### src/rtl/mem_access_ctrl_if.sv
// Request, data-memory and buffer-register signals of the load/store
// sequencer, bundled with a view for each side.
interface mem_access_ctrl_if #(
   parameter int DATA_WIDTH     = 32,
   parameter int MEM_ADDR_WIDTH = 32
);
   logic                      req_valid;
   logic                      req_ready;
   logic                      req_we;
   logic [1:0]                req_size;
   logic                      req_signed;
   logic [MEM_ADDR_WIDTH-1:0] req_addr;
   logic [DATA_WIDTH-1:0]     req_wdata;
   logic                      mem_cmd_valid;
   logic                      mem_cmd_ready;
   logic                      mem_cmd_we;
   logic [MEM_ADDR_WIDTH-1:0] mem_cmd_addr;
   logic [DATA_WIDTH-1:0]     mem_cmd_wdata;
   logic [DATA_WIDTH/8-1:0]   mem_cmd_be;
   logic                      mem_rsp_valid;
   logic [DATA_WIDTH-1:0]     mem_rsp_rdata;
   logic                      mbr_wr_en;
   logic [DATA_WIDTH-1:0]     mbr_data;
   logic                      done;
   logic                      err;

   modport slave (
      input  req_valid, req_we, req_size,
      input  req_signed, req_addr, req_wdata,
      output req_ready,
      output mem_cmd_valid, mem_cmd_we,
      output mem_cmd_addr, mem_cmd_wdata,
      output mem_cmd_be,
      input  mem_cmd_ready,
      input  mem_rsp_valid, mem_rsp_rdata,
      output mbr_wr_en, mbr_data, done, err
   );

   modport master (
      output req_valid, req_we, req_size,
      output req_signed, req_addr, req_wdata,
      input  req_ready,
      input  mem_cmd_valid, mem_cmd_we,
      input  mem_cmd_addr, mem_cmd_wdata,
      input  mem_cmd_be,
      output mem_cmd_ready,
      output mem_rsp_valid, mem_rsp_rdata,
      input  mbr_wr_en, mbr_data, done, err
   );
endinterface

### src/rtl/mem_access_ctrl.sv
// Load/store sequencer: one request, one memory command/response,
// lane extraction and extension into the memory buffer register.
module mem_access_ctrl #(
   parameter int DATA_WIDTH     = 32,
   parameter int MEM_ADDR_WIDTH = 32,
   parameter int TIMEOUT_CYCLES = 255
) (
   input  logic             clk,
   input  logic             async_rst_n,
   input  logic             clk_en,
   mem_access_ctrl_if.slave bus
);
   localparam int BE_W = DATA_WIDTH / 8;
   localparam int CW   = $clog2(TIMEOUT_CYCLES + 1);
   localparam logic [CW-1:0] T_LAST = CW'(TIMEOUT_CYCLES - 1);
   localparam logic [CW-1:0] T_MAX  = CW'(TIMEOUT_CYCLES);

   localparam logic [1:0] IDLE = 2'd0;
   localparam logic [1:0] CMD  = 2'd1;
   localparam logic [1:0] RSP  = 2'd2;
   localparam logic [1:0] DONE = 2'd3;

   logic [1:0]                state;
   logic                      rst_s1;
   logic                      rst_n;
   logic                      r_we;
   logic [1:0]                r_size;
   logic                      r_signed;
   logic [MEM_ADDR_WIDTH-1:0] r_addr;
   logic [DATA_WIDTH-1:0]     r_wdata;
   logic                      fail;
   logic [CW-1:0]             tcnt;
   logic [DATA_WIDTH-1:0]     mbr;
   logic                      misaligned;
   logic [BE_W-1:0]           be;
   logic [DATA_WIDTH-1:0]     wdata;
   logic [DATA_WIDTH-1:0]     lane;
   logic [DATA_WIDTH-1:0]     ext;
   logic                      in_cmd;
   logic                      st_cmd;

   // Release is re-timed to clk; assertion bypasses the flops.
   always_ff @(posedge clk or negedge async_rst_n) begin
      if (!async_rst_n) begin
         rst_s1 <= 1'b0;
         rst_n  <= 1'b0;
      end else begin
         rst_s1 <= 1'b1;
         rst_n  <= rst_s1;
      end
   end

   always_comb begin
      misaligned = 1'b1;
      case (bus.req_size)
         2'b00:   misaligned = 1'b0;
         2'b01:   misaligned = bus.req_addr[0];
         2'b10:   misaligned = |bus.req_addr[1:0];
         default: misaligned = 1'b1;
      endcase
   end

   always_comb begin
      be    = '1;
      wdata = r_wdata;
      case (r_size)
         2'b00: begin
            be    = BE_W'(1) << r_addr[1:0];
            wdata = {4{r_wdata[7:0]}};
         end
         2'b01: begin
            be    = r_addr[1] ? 4'b1100 : 4'b0011;
            wdata = {2{r_wdata[15:0]}};
         end
         default: be = '1;
      endcase
   end

   // Aligned halves sit at offset 0 or 2, so one byte shift serves both.
   always_comb begin
      lane = bus.mem_rsp_rdata >> {r_addr[1:0], 3'b000};
      ext  = bus.mem_rsp_rdata;
      case (r_size)
         2'b00: ext = r_signed ? {{24{lane[7]}}, lane[7:0]}
                               : {24'd0, lane[7:0]};
         2'b01: ext = r_signed ? {{16{lane[15]}}, lane[15:0]}
                               : {16'd0, lane[15:0]};
         default: ext = bus.mem_rsp_rdata;
      endcase
   end

   assign in_cmd = (state == CMD);
   assign st_cmd = in_cmd & r_we;

   assign bus.req_ready     = (state == IDLE) & rst_n;
   assign bus.mem_cmd_valid = in_cmd;
   assign bus.mem_cmd_we    = st_cmd;
   assign bus.mem_cmd_addr  = in_cmd ? {r_addr[MEM_ADDR_WIDTH-1:2], 2'b00}
                                     : '0;
   assign bus.mem_cmd_be    = st_cmd ? be : '0;
   assign bus.mem_cmd_wdata = st_cmd ? wdata : '0;
   assign bus.done          = (state == DONE);
   assign bus.err           = (state == DONE) & fail;
   assign bus.mbr_wr_en     = (state == DONE) & ~fail & ~r_we;
   assign bus.mbr_data      = mbr;

   always_ff @(posedge clk or negedge rst_n) begin
      if (!rst_n) begin
         state    <= IDLE;
         r_we     <= 1'b0;
         r_size   <= 2'b00;
         r_signed <= 1'b0;
         r_addr   <= '0;
         r_wdata  <= '0;
         fail     <= 1'b0;
         tcnt     <= '0;
         mbr      <= '0;
      end else if (clk_en) begin
         unique case (state)
            IDLE: begin
               if (bus.req_valid) begin
                  r_we     <= bus.req_we;
                  r_size   <= bus.req_size;
                  r_signed <= bus.req_signed;
                  r_addr   <= bus.req_addr;
                  r_wdata  <= bus.req_wdata;
                  fail     <= misaligned;
                  tcnt     <= '0;
                  state    <= misaligned ? DONE : CMD;
               end
            end
            CMD, RSP: begin
               if (tcnt != T_MAX) tcnt <= tcnt + 1'b1;
               // A handshake on the limit cycle still completes the access.
               if (in_cmd && bus.mem_cmd_ready) begin
                  state <= r_we ? DONE : RSP;
               end else if (!in_cmd && bus.mem_rsp_valid) begin
                  mbr   <= ext;
                  state <= DONE;
               end else if (tcnt >= T_LAST) begin
                  fail  <= 1'b1;
                  state <= DONE;
               end
            end
            DONE: state <= IDLE;
         endcase
      end
   end
endmodule

### src/flat_wrapper.sv
// flat-port wrapper written by rule: the top's interface ports become plain ports
module mem_access_ctrl_flat 
#(
   parameter int DATA_WIDTH     = 32,
   parameter int MEM_ADDR_WIDTH = 32,
   parameter int TIMEOUT_CYCLES = 255
)
  (clk, async_rst_n, clk_en, bus_req_valid, bus_req_we, bus_req_size, bus_req_signed, bus_req_addr, bus_req_wdata, bus_req_ready, bus_mem_cmd_valid, bus_mem_cmd_we, bus_mem_cmd_addr, bus_mem_cmd_wdata, bus_mem_cmd_be, bus_mem_cmd_ready, bus_mem_rsp_valid, bus_mem_rsp_rdata, bus_mbr_wr_en, bus_mbr_data, bus_done, bus_err);
  mem_access_ctrl_if #(.DATA_WIDTH(DATA_WIDTH), .MEM_ADDR_WIDTH(MEM_ADDR_WIDTH)) bus_i ();
  input  logic clk;
  input  logic async_rst_n;
  input  logic clk_en;
  input wire logic [$bits(bus_i.req_valid)-1:0] bus_req_valid;
  input wire logic [$bits(bus_i.req_we)-1:0] bus_req_we;
  input wire logic [$bits(bus_i.req_size)-1:0] bus_req_size;
  input wire logic [$bits(bus_i.req_signed)-1:0] bus_req_signed;
  input wire logic [$bits(bus_i.req_addr)-1:0] bus_req_addr;
  input wire logic [$bits(bus_i.req_wdata)-1:0] bus_req_wdata;
  output wire logic [$bits(bus_i.req_ready)-1:0] bus_req_ready;
  output wire logic [$bits(bus_i.mem_cmd_valid)-1:0] bus_mem_cmd_valid;
  output wire logic [$bits(bus_i.mem_cmd_we)-1:0] bus_mem_cmd_we;
  output wire logic [$bits(bus_i.mem_cmd_addr)-1:0] bus_mem_cmd_addr;
  output wire logic [$bits(bus_i.mem_cmd_wdata)-1:0] bus_mem_cmd_wdata;
  output wire logic [$bits(bus_i.mem_cmd_be)-1:0] bus_mem_cmd_be;
  input wire logic [$bits(bus_i.mem_cmd_ready)-1:0] bus_mem_cmd_ready;
  input wire logic [$bits(bus_i.mem_rsp_valid)-1:0] bus_mem_rsp_valid;
  input wire logic [$bits(bus_i.mem_rsp_rdata)-1:0] bus_mem_rsp_rdata;
  output wire logic [$bits(bus_i.mbr_wr_en)-1:0] bus_mbr_wr_en;
  output wire logic [$bits(bus_i.mbr_data)-1:0] bus_mbr_data;
  output wire logic [$bits(bus_i.done)-1:0] bus_done;
  output wire logic [$bits(bus_i.err)-1:0] bus_err;
  assign bus_i.req_valid = bus_req_valid;
  assign bus_i.req_we = bus_req_we;
  assign bus_i.req_size = bus_req_size;
  assign bus_i.req_signed = bus_req_signed;
  assign bus_i.req_addr = bus_req_addr;
  assign bus_i.req_wdata = bus_req_wdata;
  assign bus_req_ready = bus_i.req_ready;
  assign bus_mem_cmd_valid = bus_i.mem_cmd_valid;
  assign bus_mem_cmd_we = bus_i.mem_cmd_we;
  assign bus_mem_cmd_addr = bus_i.mem_cmd_addr;
  assign bus_mem_cmd_wdata = bus_i.mem_cmd_wdata;
  assign bus_mem_cmd_be = bus_i.mem_cmd_be;
  assign bus_i.mem_cmd_ready = bus_mem_cmd_ready;
  assign bus_i.mem_rsp_valid = bus_mem_rsp_valid;
  assign bus_i.mem_rsp_rdata = bus_mem_rsp_rdata;
  assign bus_mbr_wr_en = bus_i.mbr_wr_en;
  assign bus_mbr_data = bus_i.mbr_data;
  assign bus_done = bus_i.done;
  assign bus_err = bus_i.err;
  mem_access_ctrl #(.DATA_WIDTH(DATA_WIDTH), .MEM_ADDR_WIDTH(MEM_ADDR_WIDTH), .TIMEOUT_CYCLES(TIMEOUT_CYCLES)) u_core (.clk(clk), .async_rst_n(async_rst_n), .clk_en(clk_en), .bus(bus_i));
endmodule
### config.mk
export PLATFORM = sky130hd
export DESIGN_NAME = mem_access_ctrl_flat
export DESIGN_NICKNAME = d
export VERILOG_FILES = /design/src/rtl/mem_access_ctrl_if.sv /design/src/rtl/mem_access_ctrl.sv /design/src/flat_wrapper.sv
export SDC_FILE = /design/constraint.sdc
export NUM_CORES = 1
export LEC_CHECK = 0
export CELL_PAD_IN_SITES_DETAIL_PLACEMENT = 0
export CELL_PAD_IN_SITES_GLOBAL_PLACEMENT = 1
export CORE_UTILIZATION = 31
export DETAILED_ROUTE_END_ITERATION = 8
export PLACE_DENSITY = 0.76
export SETUP_SLACK_MARGIN = 0.15
export SYNTH_ARGS = -nofsm -noshare
export SYNTH_HDL_FRONTEND = slang
export SYNTH_SLANG_ARGS = --single-unit
### constraint.sdc
create_clock -name clk -period 3.7 [get_ports clk]
set_input_delay 0.74 -clock clk [delete_from_list [all_inputs] [get_ports clk]]
set_output_delay 0.74 -clock clk [all_outputs]
set_load 0.005 [all_outputs]
==> flow_summary_export.csv, run 1 <==
group,metric,value,unit
cts,cts_resized,0,
synthesis,largest_cells_by_area_after_synthesis,"dfrtp_1 (48%), mux2_2 (14%), mux2i_1 (4.6%), and2_1 (3.5%), nand3_1 (3.5%)",
synthesis,synth-async-reset-ratio,1.00,
cts,cts_max_level,4,
power_and_ir_drop,pwr_density_cell,824,nW/um^2
run_status,outcome,"completed",
setup_path,crit_arrival,2.52,ns
timing,clock.fmax,0.307,GHz
synthesis,synthesis.instances,573,
floorplanning,pin_count,212,
synthesis,synth_area_leader_cell,"dfrtp_1",
setup_path,start_kind,"flip-flop",
setup_path,timing.critical_path.mode_cell,"nand2_1",
synthesis,synth_seq_cells,113,
cts,ctsLongestPathBuffers,2,
timing,finalSetupTns,0,ns
cts,clk_pin_slew,0.06,ns
floorplanning,initial_utilization,0.315,
flow_run,drv.max_cap_violation_count,0,
finish,area.growth.synth_to_final,49.9,%
placement,place.port_buffers,209,
timing,tightest_slew,0.927,ns
cts,cts_tree,"yes",
global_routing,grt_pass1_wl,29100,um
finish,postLayoutCoreUtil,0.473,
timing,worst_hold_slack,0.327,ns
detailed_routing,dr.first_iter.drc_count,294,
floorplanning,die_width,140,um
power_and_ir_drop,leakagePower,3.73,nW
detailed_routing,drc,0,
cts,number_of_clock_buffers_inserted_by_tritoncts,17,
synthesis,ys.warnings.count,0,
placement,place.gp.congestion,0.850,
floorplanning,rows,50,
synthesis,seq_area_frac_synth,0.479,
detailed_routing,routed_via_density,5.07,
setup_path,worst_ep_required_time,2.96,ns
detailed_routing,vias_after_detailed_routing,5148,
setup_path,worstPathCellList,"inv_1 > nand2_1 > nand2_1 > a21oi_1 > clkdlybuf4s50_1",
cts,cts-hold-fix-buffers,0,
timing,finalCritPeriodShare,0.881,
timing,timing.final.hold_violations,0,
cts,clk_latency,0.41,ns
power_and_ir_drop,ir_worst_vdd,0.000416,V
finish,final_layout_size_suffix_gt1_frac,0.161,
setup_path,cpPeakStageDelay,0.73,ns
global_routing,largest_net_degree_at_the_start_of_global_routing,72,
timing,final-setup-viol-count,0,
global_routing,grt-ovfl-total,0,
placement,dp_hpwl,13300,um
setup_path,worstSetupPathType,"flip-flop to primary output",
timing,fin_worst_skew,0.00656,ns
detailed_routing,drt.antenna.violating_nets,0,
detailed_routing,wl_per_cell,18.0,um
power_and_ir_drop,total_power,7.28,mW
synthesis,netlist_area,5900,um^2
setup_path,worst_path_max_delay_cell,"dfrtp_1",
cts,cts_setup_buffers,0,
global_routing,grt_antenna_before_repair,0,
setup_path,crit_path_max_fanout,15,
global_routing,number_of_global_route_vias_before_repair,5408,
synthesis,synth_top_area_frac,0.479,
worst_hold_path,hold_path.class,"flip-flop to asynchronous set/reset pin",
timing,timing.final.max_slew_violations,0,
synthesis,synth_cell_type_count,49,
setup_path,endpoint_kind,"primary output",
finish,fin_cells,1016,
detailed_routing,detail_route.wirelength,18300,um
timing,post-route-min-period,3.26,ns
placement,dp.cells,984,
synthesis,dominantRegCellSynth,"dfrtp_1",
floorplanning,core-area,18700,um^2
timing,rsz0062_at_grt,"false",
timing,timing.max_slew.rel_slack,0.382,
finish,antenna-diode-count,0,
floorplanning,die_y,140,um
synthesis,postSynthAreaPerCell,10.3,um^2
cts,tritoncts_num_sinks,113,
cts,cts_root_buffer,"clkbuf_16",
global_routing,track_usage,0.192,
finish,finalNetCount,880,
synthesis,synth_edf_count,0,
detailed_routing,drt_first_pass_iters,4,
floorplanning,die_area,19600,um^2
power by group:
group,total [mW],internal [mW],switching (mW)
sequential,2.34,1.83,0.505
clock,1.80,1.20,0.602
combinational,3.14,1.75,1.39
final cells by class:
type,instances,area [um^2]
timing repair buffer,218,2160
clock buffer,21,480
inverter,9,33.8
fill,1721,9860
clock inverter,11,176
tap,234,293
multi-input combinational,410,2870
sequential,113,2830
flip-flops by register name (all words and copies together) (netlist names):
name / flops
u_core.r_we: 1
u_core.r_wdata: 32
u_core.r_addr: 32
u_core.fail: 1
u_core.bus.mbr_data: 32
u_core.rst_s1: 1
u_core.r_signed: 1
u_core.state: 2
u_core.tcnt: 8
u_core.r_size: 2
u_core.rst_n: 1
worst max-delay path, delay by kind of cell (launching register included):
| kind | cells | cell delay (ns) |
|---|---|---|
| AO/OA/AOI/OAI | 1 | 0.17 |
| buffers and inverters | 2 | 0.76 |
| AND/OR/NAND/NOR | 2 | 0.44 |
| flip-flops | 1 | 0.73 |
per-stage QoR:
| stage | setup slack, ns | instance area (um^2) |
|---|---|---|
| detailed placement | 0.849 | 8190 |
| global route | 0.224 | 8840 |
| floorplan | 1.05 | 5900 |
| global placement | 0.921 | 8190 |
| CTS | 0.414 | 8840 |
| finish | 0.442 | 8840 |
cells by family (layout without fill, tap and decap cells):
family          count (synthesis)  in the layout  synth area share
compound gates                101            101             0.113
fa+ha+maj                       5              5            0.0106
buf+inv                        51            259            0.0377
flops                         113            113             0.479
mux                           103            103             0.193
other cells                     2              3           0.00127
simple gates                  198            198             0.165
cells in the mapped netlist (all sizes together) (3+ instances only):
cell type / number
a21oi: 37
a22oi: 7
a31oi: 4
a32o: 3
a32oi: 3
and2: 33
and3: 10
buf: 13
clkbuf: 29
dfrtp: 113
ha: 5
inv: 8
mux2: 75
mux2i: 27
nand2: 50
nand2b: 11
nand3: 41
nor2: 40
nor2b: 3
o211ai: 5
o21a: 8
o21ai: 16
o22ai: 3
cell usage in the layout (no fill, tap or decap), types with 17 or more instances in the layout:
| cell | n |
|---|---|
| mux2_2 | 75 |
| and2_1 | 33 |
| nor2_1 | 39 |
| clkdlybuf4s50_1 | 209 |
| dfrtp_1 | 111 |
| nand2_1 | 50 |
| clkbuf_16 | 17 |
| a21oi_1 | 37 |
| mux2i_1 | 27 |
| nand3_1 | 40 |
metal layers:
| metal | GRT usage | vias up | share of wire |
|---|---|---|---|
| li1 | - | 2412 | - |
| met1 | 0.229 | 2478 | 0.41 |
| met2 | 0.314 | 225 | 0.48 |
| met3 | 0.0653 | 33 | 0.082 |
| met4 | 0.0873 | 0 | 0.030 |
| met5 | 0 | - | 0 |
worst paths after layout:
check	slack [ns]	to	from	cells after the start
max in group asynchronous	1.96	u_core.r_size[1]	u_core.rst_n	1
worst max-delay path	0.44	bus_mem_cmd_wdata[12]	u_core.r_size[0]	5
worst min register to register	0.33	u_core.r_addr[12]	u_core.rst_n	0
worst max register to register	1.38	u_core.r_addr[30]	u_core.state[1]	5
min in group clk	0.35	u_core.rst_n	u_core.rst_s1	0
worst min-delay path	0.33	u_core.r_addr[12]	u_core.rst_n	0
Note: power is estimated with default switching activity, not from simulation.
==> inputs of run 2 (changes only) <==
--- a/config.mk
+++ b/config.mk
@@ -8,6 +8,7 @@
 export CELL_PAD_IN_SITES_DETAIL_PLACEMENT = 0
 export CELL_PAD_IN_SITES_GLOBAL_PLACEMENT = 1
 export CORE_UTILIZATION = 31
+export CTS_BUF_LIST = sky130_fd_sc_hd__clkbuf_2 sky130_fd_sc_hd__clkbuf_4 sky130_fd_sc_hd__clkbuf_8
 export DETAILED_ROUTE_END_ITERATION = 8
 export PLACE_DENSITY = 0.76
 export SETUP_SLACK_MARGIN = 0.15
==> flow_summary_export.csv, run 2 (same netlist as run 1, synthesis figures left out) <==
group,metric,value,unit
run_status,outcome,"completed",
detailed_routing,drc,0,
cts,clk_pin_slew,0.08,ns
power_and_ir_drop,power_frac_clock,0.198,
setup_path,worstSetupPathType,"flip-flop to primary output",
setup_path,timing.rr.end,"u_core.r_addr[30]",
cts,cts_root_buffer,"clkbuf_8",
power_and_ir_drop,netSwitchingFraction,0.356,
global_routing,grt_antenna_before_repair,0,
setup_path,cpPeakStageDelay,0.74,ns
finish,layout_commonest_cell,"clkdlybuf4s50_1",
setup_path,timing.reg2reg.worst_path_depth,5,
timing,post-route-min-period,3.30,ns
cts,cts_resized,0,
timing,timing.final.hold_violations,0,
detailed_routing,drt.antenna.violating_nets,0,
setup_path,endpoint_kind,"primary output",
detailed_routing,drt_first_pass_iters,5,
timing,final-setup-viol-count,0,
placement,dp_hpwl,13300,um
placement,pre_cts_setup_slack,0.849,ns
global_routing,number_of_global_route_vias_before_repair,5383,
timing,fin_worst_skew,0.0110,ns
finish,mostFrequentLayoutCells,"clkdlybuf4s50_1 (209), dfrtp_1 (111), mux2_2 (75)",
finish,antenna-diode-count,0,
power_and_ir_drop,ir_worst_vdd,0.000356,V
setup_path,worstPathCellList,"inv_1 > nand2_1 > nand2_1 > a21oi_1 > clkdlybuf4s50_1",
setup_path,worst_path_max_delay_cell,"dfrtp_1",
floorplanning,die_area,19600,um^2
finish,area.growth.synth_to_final,46.7,%
timing,timing.final.max_slew_violations,0,
detailed_routing,detail_route.wirelength,18200,um
power_and_ir_drop,total_switching_power,2.43,mW
flow_run,drv.max_cap_violation_count,0,
detailed_routing,wl_per_cell,17.9,um
placement,place.port_buffers,209,
detailed_routing,dr.first_iter.drc_count,316,
global_routing,grt_pass1_wl,29100,um
floorplanning,initial_utilization,0.315,
setup_path,rrSetupSlack,1.41,ns
floorplanning,die_width,140,um
setup_path,crit_arrival,2.56,ns
finish,postLayoutCoreUtil,0.463,
power_and_ir_drop,intPower,4.39,mW
setup_path,crit_path_max_fanout,15,
worst_hold_path,hold_path.class,"flip-flop to asynchronous set/reset pin",
timing,finalSetupTns,0,ns
cts,clk_latency,0.44,ns
finish,final_layout_size_suffix_gt1_frac,0.161,
finish,finalNetCount,880,
cts,ctsLongestPathBuffers,2,
cts,cts_max_level,4,
detailed_routing,routed_via_density,5.06,
cts,cts_setup_buffers,0,
timing,timing.max_slew.rel_slack,0.384,
global_routing,grt-ovfl-total,0,
placement,place.gp.congestion,0.850,
setup_path,timing.critical_path.mode_cell,"nand2_1",
timing,final_critical_path_setup_slack,0.398,ns
floorplanning,die_y,140,um
global_routing,largest_net_degree_at_the_start_of_global_routing,72,
power_and_ir_drop,pwr_density_cell,788,nW/um^2
detailed_routing,vias_after_detailed_routing,5144,
floorplanning,rows,50,
cts,cts_tree,"yes",
setup_path,critical_path.reg2reg.startpoint,"u_core.state[1]",
timing,finalCritPeriodShare,0.893,
cts,tritoncts_num_sinks,113,
timing,tightest_slew,0.925,ns
power_and_ir_drop,leakagePower,3.64,nW
timing,rsz0062_at_grt,"false",
timing,clock.fmax,0.303,GHz
cts,cts-hold-fix-buffers,0,
global_routing,track_usage,0.193,
cts,number_of_clock_buffers_inserted_by_tritoncts,17,
floorplanning,pin_count,212,
setup_path,worst_ep_required_time,2.96,ns
floorplanning,core-area,18700,um^2
power_and_ir_drop,seqPwrFrac,0.342,
setup_path,start_kind,"flip-flop",
power_and_ir_drop,comb_power_share,0.460,
## run 2: worst max path at each step
stage	start	endpoint	slack, ns	cells past startpoint
floorplan	u_core.rst_n	bus_req_ready	1.05	1
global placement	u_core.r_size[0]	bus_mem_cmd_wdata[15]	0.92	5
detailed placement	u_core.r_size[0]	bus_mem_cmd_wdata[12]	0.85	5
CTS	u_core.r_size[0]	bus_mem_cmd_wdata[12]	0.35	5
global route	u_core.r_size[0]	bus_mem_cmd_wdata[15]	0.16	4
finish	u_core.r_size[0]	bus_mem_cmd_wdata[12]	0.40	5
## run 2: area by class of cell
type	count	area, um^2
Clock inverter	11	176
Inverter	9	33.8
Clock buffer	21	289
Tap cell	234	293
Multi-Input combinational cell	410	2870
Fill cell	1744	10100
Timing Repair Buffer	218	2160
Sequential cell	113	2830
## run 2: stage by stage
step	cells	cell area (um^2)	power, mW	hold WS [ns]
2_1_floorplan	574	5900	4.00	0.331
3_3_place_gp	984	8190	5.42	0.332
3_5_place_dp	984	8190	5.50	0.338
4_1_cts	1016	8650	6.90	0.356
5_1_grt	1016	8650	7.31	0.379
6_report	1016	8650	6.82	0.326
## run 2: routing by layer
layer / track usage / part of all wire / routed length, um / vias up
li1: - / - / - / 2411
met1: 0.230 / 0.42 / 7580 / 2484
met2: 0.312 / 0.48 / 8660 / 216
met3: 0.0718 / 0.078 / 1420 / 33
met4: 0.0816 / 0.030 / 546 / 0
met5: 0 / 0 / 0 / -
## run 2: critical path: cells and delay by family, from the launching register on
kind | cells | cell delay (ns)
buffers and inverters | 2 | 0.77
flip-flops | 1 | 0.74
AND/OR/NAND/NOR | 2 | 0.44
AO/OA/AOI/OAI | 1 | 0.17
## run 2: power groups by stage
stage / clock network, mW / registers (mW) / logic (mW)
floorplan: 0 / 2.15 / 1.85
finish: 1.35 / 2.33 / 3.13
detailed placement: 0 / 2.35 / 3.15
global route: 1.45 / 2.42 / 3.44
global placement: 0 / 2.33 / 3.09
CTS: 1.39 / 2.34 / 3.17
==> inputs of run 3 (changes only) <==
--- a/config.mk
+++ b/config.mk
@@ -7,6 +7,7 @@
 export LEC_CHECK = 0
 export CELL_PAD_IN_SITES_DETAIL_PLACEMENT = 0
 export CELL_PAD_IN_SITES_GLOBAL_PLACEMENT = 1
+export CORE_MARGIN = 5
 export CORE_UTILIZATION = 31
 export CTS_BUF_LIST = sky130_fd_sc_hd__clkbuf_2 sky130_fd_sc_hd__clkbuf_4 sky130_fd_sc_hd__clkbuf_8
 export DETAILED_ROUTE_END_ITERATION = 8
==> constraint.sdc (replaced) <==
create_clock -name clk -period 2.7 [get_ports clk]
set_input_delay 0.54 -clock clk [delete_from_list [all_inputs] [get_ports clk]]
set_output_delay 0.54 -clock clk [all_outputs]
set_load 0.005 [all_outputs]
==> flow_summary_export.csv, run 3 (same netlist as run 1, synthesis figures left out) <==
group,metric,value,unit
timing,timing.final.max_slew_violations,0,
placement,place.port_buffers,209,
timing,post-route-min-period,2.56,ns
timing,tightest_slew,0.846,ns
cts,ctsLongestPathBuffers,2,
flow_run,drv.max_cap_violation_count,0,
setup_path,worstSetupPathType,"flip-flop to primary output",
power_and_ir_drop,total_power,9.74,mW
cts,cts_tree,"yes",
global_routing,grt-ovfl-total,0,
worst_hold_path,hold_path.class,"primary input to asynchronous set/reset pin",
detailed_routing,vias_after_detailed_routing,5182,
cts,number_of_clock_buffers_inserted_by_tritoncts,17,
power_and_ir_drop,leakagePower,4.31,nW
floorplanning,rows,50,
setup_path,worst_path_max_delay_cell,"clkdlybuf4s50_1",
timing,final-setup-viol-count,0,
finish,num-fill-cells,1735,
setup_path,crit_arrival,2.02,ns
global_routing,largest_net_degree_at_the_start_of_global_routing,65,
finish,finalNetCount,902,
floorplanning,die_area,21900,um^2
placement,dp_hpwl,14200,um
setup_path,worstPathCellList,"nor2_2 > buf_4 > nand2_1 > a21oi_1 > clkdlybuf4s50_1",
global_routing,number_of_global_route_vias_before_repair,5487,
run_status,outcome,"completed",
global_routing,grt_pass1_wl,29500,um
setup_path,worst_ep_required_time,2.16,ns
global_routing,grt_antenna_before_repair,1,
floorplanning,pin_count,212,
timing,finalCritPeriodShare,0.949,
timing,rsz0062_at_grt,"true",
floorplanning,die_y,148,um
finish,layout_commonest_cell,"clkdlybuf4s50_1",
cts,cts_root_buffer,"clkbuf_8",
floorplanning,core-area,18700,um^2
timing,timing.max_slew.rel_slack,0.436,
power_and_ir_drop,ir_worst_vdd,0.000542,V
detailed_routing,drt_first_pass_iters,5,
setup_path,crit_path_max_fanout,8,
floorplanning,die_width,148,um
detailed_routing,dr.first_iter.drc_count,230,
timing,timing.final.hold_violations,0,
timing,fin_worst_skew,0.00813,ns
detailed_routing,wl_per_cell,18.7,um
finish,area.growth.synth_to_final,52.8,%
detailed_routing,drt.antenna.violating_nets,0,
placement,place.gp.congestion,0.895,
detailed_routing,drc,0,
power_and_ir_drop,pwr_density_cell,1080,nW/um^2
cts,tritoncts_num_sinks,113,
finish,final_layout_size_suffix_gt1_frac,0.203,
setup_path,endpoint_kind,"primary output",
floorplanning,initial_utilization,0.315,
detailed_routing,routed_via_density,4.99,
global_routing,track_usage,0.172,
timing,clock.fmax,0.390,GHz
finish,mostFrequentLayoutCells,"clkdlybuf4s50_1 (172), dfrtp_1 (109), mux2_2 (75)",
cts,clk_latency,0.44,ns
timing,finalSetupTns,0,ns
setup_path,start_kind,"flip-flop",
detailed_routing,detail_route.wirelength,19400,um
setup_path,cpPeakStageDelay,0.52,ns
cts,cts_max_level,4,
cts,clk_pin_slew,0.06,ns
[run 3: cell types whose count changed in the layout (fill, tap and decap cells not counted), moves of 4 or more]
cell,previous run,this run
buf_12,0,4
buf_4,9,21
clkdlybuf4s50_1,209,172
dlygate4sd2_1,0,10
dlymetal6s2s_1,0,27
nor2_1,39,34
nor2_2,1,6
[run 3: worst max-delay path: cells and delay by family, from the launching register on]
family                 cells  cell delay, ns
and+or+nand+nor            2            0.28
DFF                        1            0.45
buffers and inverters      2            0.72
AOI/OAI and AO/OA          1            0.14
[run 3: final timing paths]
path	slack, ns	to	start	depth (start not counted)
setup / recovery	0.14	bus_mem_cmd_wdata[9]	u_core.r_size[1]	5
hold / removal	0.28	u_core.rst_s1	async_rst_n	1
setup reg to reg	0.52	u_core.tcnt[3]	u_core.state[1]	7
hold reg to reg	0.35	u_core.rst_n	u_core.rst_s1	0
max in group asynchronous	1.60	u_core.r_size[0]	u_core.rst_n	1
min in group clk	0.35	u_core.rst_n	u_core.rst_s1	0
[run 3: what timing repair did]
action                                 in CTS  in global routing
buffers inserted                            5                  4
pin swaps                                   0                  2
resized for setup                          26                 36
hold buffers                                0                  0
endpoints found under the hold margin       0                  0
setup endpoints to repair                  68                 34
cloned                                      1                  3
[run 3: final cells by class]
| type | count | area (um^2) | area share |
|---|---|---|---|
| flip-flops and latches | 113 | 2840 | 0.315 |
| well taps | 234 | 293 | 0.0325 |
| clock inverters | 13 | 184 | 0.0204 |
| repair buffers | 240 | 2490 | 0.276 |
| multi-input cells | 410 | 2920 | 0.324 |
| diodes | 1 | 2.50 | 0.000278 |
| inverters | 9 | 33.8 | 0.00375 |
| clock buffers | 19 | 262 | 0.0290 |
[run 3: stage by stage]
stage | worst slack, ns | utilization | hold WS [ns] | std cells | area, um^2
after floorplan | 0.254 | - | 0.244 | 574 | 5900
after detailed placement | 0.211 | 0.442 | 0.339 | 993 | 8270
after CTS | 0.0893 | 0.470 | 0.244 | 1031 | 8790
after global routing | 0.0300 | 0.482 | 0.247 | 1039 | 9010
final | 0.138 | 0.482 | 0.277 | 1039 | 9010
after global placement | 0.268 | 0.442 | 0.333 | 993 | 8270
[run 3: where the power goes]
part           internal, mW  switching [mW]  total, mW
Combinational          2.70            2.13       4.83
Clock                  1.05           0.721       1.77
Sequential             2.51           0.621       3.14
Total                  6.27            3.47       9.74
[run 3: metal layers]
layer / part of all wire / routed length (um) / track usage
met5: 0 / 0 / 0
met4: 0.028 / 537 / 0.0748
met3: 0.089 / 1720 / 0.0644
met2: 0.47 / 9090 / 0.273
met1: 0.41 / 8030 / 0.209
